### config.mk
export PLATFORM = sky130hd
export DESIGN_NAME = not64_unit
export DESIGN_NICKNAME = d
export VERILOG_FILES = /design/src/rtl/alu_pkg.sv /design/src/rtl/not_1.sv /design/src/rtl/not64_unit.sv
export SDC_FILE = /design/constraint.sdc
export NUM_CORES = 1
export LEC_CHECK = 0
export CAP_MARGIN = 25
export CORE_ASPECT_RATIO = 0.8
export CORE_MARGIN = 2
export CORE_UTILIZATION = 35
export DETAILED_ROUTE_END_ITERATION = 8
export PLACE_DENSITY = 0.81
export SETUP_SLACK_MARGIN = 0.5
export SYNTH_ARGS = -nofsm -noshare
export SYNTH_HDL_FRONTEND = slang
export SYNTH_SLANG_ARGS = --single-unit
### constraint.sdc
create_clock -name clk -period 2 [get_ports clk]
set_input_delay 0.6 -clock clk [delete_from_list [all_inputs] [get_ports clk]]
set_output_delay 0.6 -clock clk [all_outputs]
set_load 0.02 [all_outputs]
### src/rtl/alu_pkg.sv
// Shared ALU word definitions used by the subtract-path inverter and its neighbours.
package alu_pkg;

   localparam int WORD_W = 64;

   typedef logic signed [WORD_W-1:0] word_t;

endpackage

### src/rtl/not_1.sv
// Single-bit inverter cell; the word inverter is assembled from these.
module not_1 (
   input  logic x,
   output logic y
);

   assign y = ~x;

endmodule

### src/rtl/not64_unit.sv
// Word inverter supplying ~b for the ALU subtract path, with a zero-latency
// combinational output and a single-stage valid/ready registered output.
module not64_unit
   import alu_pkg::*;
#(
   parameter int N = WORD_W
) (
   input  logic                clk,
   input  logic                rst_n,
   input  logic signed [N-1:0] a,
   input  logic                in_valid,
   output logic                in_ready,
   output logic signed [N-1:0] out_comb,
   output logic signed [N-1:0] out,
   output logic                out_valid,
   input  logic                out_ready
);

   logic signed [N-1:0] w_inv;
   logic                w_in_xfer;
   logic                w_out_xfer;
   logic signed [N-1:0] r_out;
   logic                r_valid;

   // One inverter cell per bit feeds both the combinational output and the register.
   for (genvar i = 0; i < N; i++) begin : g_inv
      not_1 u_not (
         .x (a[i]),
         .y (w_inv[i])
      );
   end

   assign out_comb   = w_inv;
   assign in_ready   = ~r_valid | out_ready;
   assign w_in_xfer  = in_valid & in_ready;
   assign w_out_xfer = r_valid & out_ready;

   // Stage boundary: capture ~a; a new capture wins over a simultaneous drain.
   always_ff @(posedge clk or negedge rst_n) begin
      if (!rst_n) begin
         r_out   <= '0;
         r_valid <= 1'b0;
      end else if (w_in_xfer) begin
         r_out   <= w_inv;
         r_valid <= 1'b1;
      end else if (w_out_xfer) begin
         r_valid <= 1'b0;
      end
   end

   assign out       = r_out;
   assign out_valid = r_valid;

endmodule

==> flow_summary_export.csv <==
group,metric,value,unit
timing,clock-skew-final,6.20,ps
logic_synthesis,synth.most_common_cell,"a21oi_1",
grt,antenna_found_initial,0,
layout,fin_nets,600,
logic_synthesis,yosysTopAreaCell,"dfrtp_1",
place,numPortBuffers,197,
timing,rsz0062_at_grt,"true",
setup_path,start_kind,"input pin",
logic_synthesis,ys_seq_area_share,50.6,%
layout,fin_area,5000,sq um
place,place.gp.congestion,0.815,
place,placed_area,5130,sq um
setup_path,worstSetupStartpoint,"out_ready",
logic_synthesis,ys_async_sr_fraction,100,%
die,core_area,9000,sq um
logic_synthesis,synth_nets,411,
status,status,"complete, no violations",
clock_network,cts_root_buffer,"clkbuf_16",
grt,grt-ovfl-total,0,
layout,drive_gt1_share,66.5,%
detailed_routing,drt_pre_antenna_iters,4,
setup_path,required,1400,ps
detailed_routing,num_vias,2933,
setup_path,arrival,970,ps
logic_synthesis,synth-seq-cells,65,
clock_network,htreeDepth,3,
die,die_area,9960,sq um
pwr,ir_drop,0.466,mV
die,die_h,89.7,um
timing,finalSetupViolCount,0,
pwr,p_leak,0.00260,uW
clock_network,path_clk_slew,50,ps
layout,utilization,55.5,%
clock_network,hold_buffers,0,
detailed_routing,drt_iter0_drc,120,
logic_synthesis,synth.distinct_cells,12,
clock_network,clk_latency,310,ps
grt,grt_max_degree,38,
setup_path,crit_fanout,2,
job,maxCapViolCount,0,
setup_path,reg2reg_from,"out_valid",
place,hpwl,6.67,mm
pwr,power.density,878,nW/um^2
logic_synthesis,synthCells,343,
timing,relSlewSlack,71.6,%
logic_synthesis,synth-simple-area-share,0.896,%
logic_synthesis,synth_compound_area_share,20.6,%
layout,insertedDiodeCount,0,
clock_network,cts_buffers,9,
logic_synthesis,synth_area_leaders,"dfrtp_1 51%, a21oi_1 18%, buf_4 15%",
logic_synthesis,synth_top_cell_area_share,50.6,%
setup_path,critPathCaptureType,"output pin",
logic_synthesis,synth_area,3210,sq um
place,pre_cts_ws,-376,ps
detailed_routing,wl_per_cell,13.8,um
clock_network,clkSinkCount,65,
logic_synthesis,synth-main-ff-cell,"dfrtp_1",
die,pin_count,198,
logic_synthesis,synth_edf_count,0,
grt,grt.total_usage,17.5,%
detailed_routing,drc,0,
detailed_routing,routed_wl,9.03,mm
timing,max_freq,636,MHz
logic_synthesis,synthAdderAreaFrac,0,%
die,rows,31,
timing,hold_ws,317,ps
setup_path,crit_type,"in -> out",
clock_network,cts_tree,"yes",
logic_synthesis,synth_top_family_by_area,"buffers and inverters",
clock_network,cts_buffer_depth,2,
timing,final_max_slew_viol_count,0,
grt,first_global_vias,2887,
grt,grt_pass1_wl,14.0,mm
timing,period_needed,1570,ps
logic_synthesis,synth_warnings,0,
pwr,power.total,4390,uW
timing,fin_ws,428,ps
timing,tightest_slew,427,ps
detailed_routing,vias_per_cell,4.50,
timing,period_share,78.6,%
die,die_w,111,um
detailed_routing,ant_nets,0,
logic_synthesis,synth_commonest_cells,"113 x a21oi_1, 65 x buf_4, 65 x dfrtp_1, 64 x inv_1, 11 x a21oi_2",
timing,finalHoldViolations,0,
logic_synthesis,synth_xor_area_share,0,%
logic_synthesis,synth.mux.area_fraction,0.935,%
logic_synthesis,postSynthAreaPerCell,9.36,sq um
die,initial_core_util,35.7,%
layout,syn2layout_area_growth,55.6,%
hold_path,hold_path.class,"in -> async",
## through the flow
| step | instances | TNS, ps |
|---|---|---|
| 2_1_floorplan | 343 | 0 |
| 3_3_place_gp | 627 | -31760 |
| 3_5_place_dp | 627 | -33340 |
| 4_1_cts | 646 | 0 |
| 5_1_grt | 652 | 0 |
| 6_report | 652 | 0 |
## area by class of cell
class	instances	area [sq um]
repair buffers	263	1960
flip-flops and latches	65	1630
inverters	64	240
multi-input cells	129	721
clock buffers	12	256
clock inverters	4	51.3
well taps	115	144
fillers	844	4000
## cells in the final DEF, fill, tap and decap left out, types with 2 or more instances in the layout
cell         n
clkbuf_8     2
buf_2      121
inv_2       64
mux2_4       2
clkbuf_16    9
a21oi_2     11
dfrtp_1     65
buf_6       69
a21oi_1    113
buf_4       70
buf_8        2
## where the power goes
group | internal, uW | switching [uW]
clock network | 1030 | 534
logic | 527 | 712
registers | 1490 | 92.3
total | 3050 | 1340
## registers in the layout, indices dropped and copies added, names as in the netlist
name       cells
out           64
out_valid      1
## timing repair
action	4_1_cts	5_1_grt
setup endpoints to repair	194	36
buffers inserted	3	6
gates cloned	0	0
pin swaps	1	1
resized for setup	975	16
## critical path, stage by stage
cell and delay, ps:
buf_2 100, nand2b_4 140, buf_6 130
## metal layers
| metal | track usage, % | share of wire [%] |
|---|---|---|
| met1 | 21.1 | 42 |
| met2 | 31.0 | 50 |
| met3 | 5.44 | 7.7 |
| met4 | 5.05 | 1.1 |
| met5 | 0 | 0 |
## cells by family (layout without fill, tap and decap cells)
group,count (synthesis),in the layout
buffers and inverters,149,343
AND/OR/NAND/NOR,3,3
AO/OA/AOI/OAI,124,124
flip-flops,65,65
multiplexers,2,2
## final timing paths
kind	end	slack (ps)	cells past startpoint
worst max-delay path	in_ready	430	3
worst max register to register	out[60]	550	5
max in group asynchronous	out[13]	1360	2
worst min register to register	out[5]	510	2
worst min-delay path	out[31]	320	2
min in group clk	out[6]	480	2
Power figures use the tool's default switching activity.
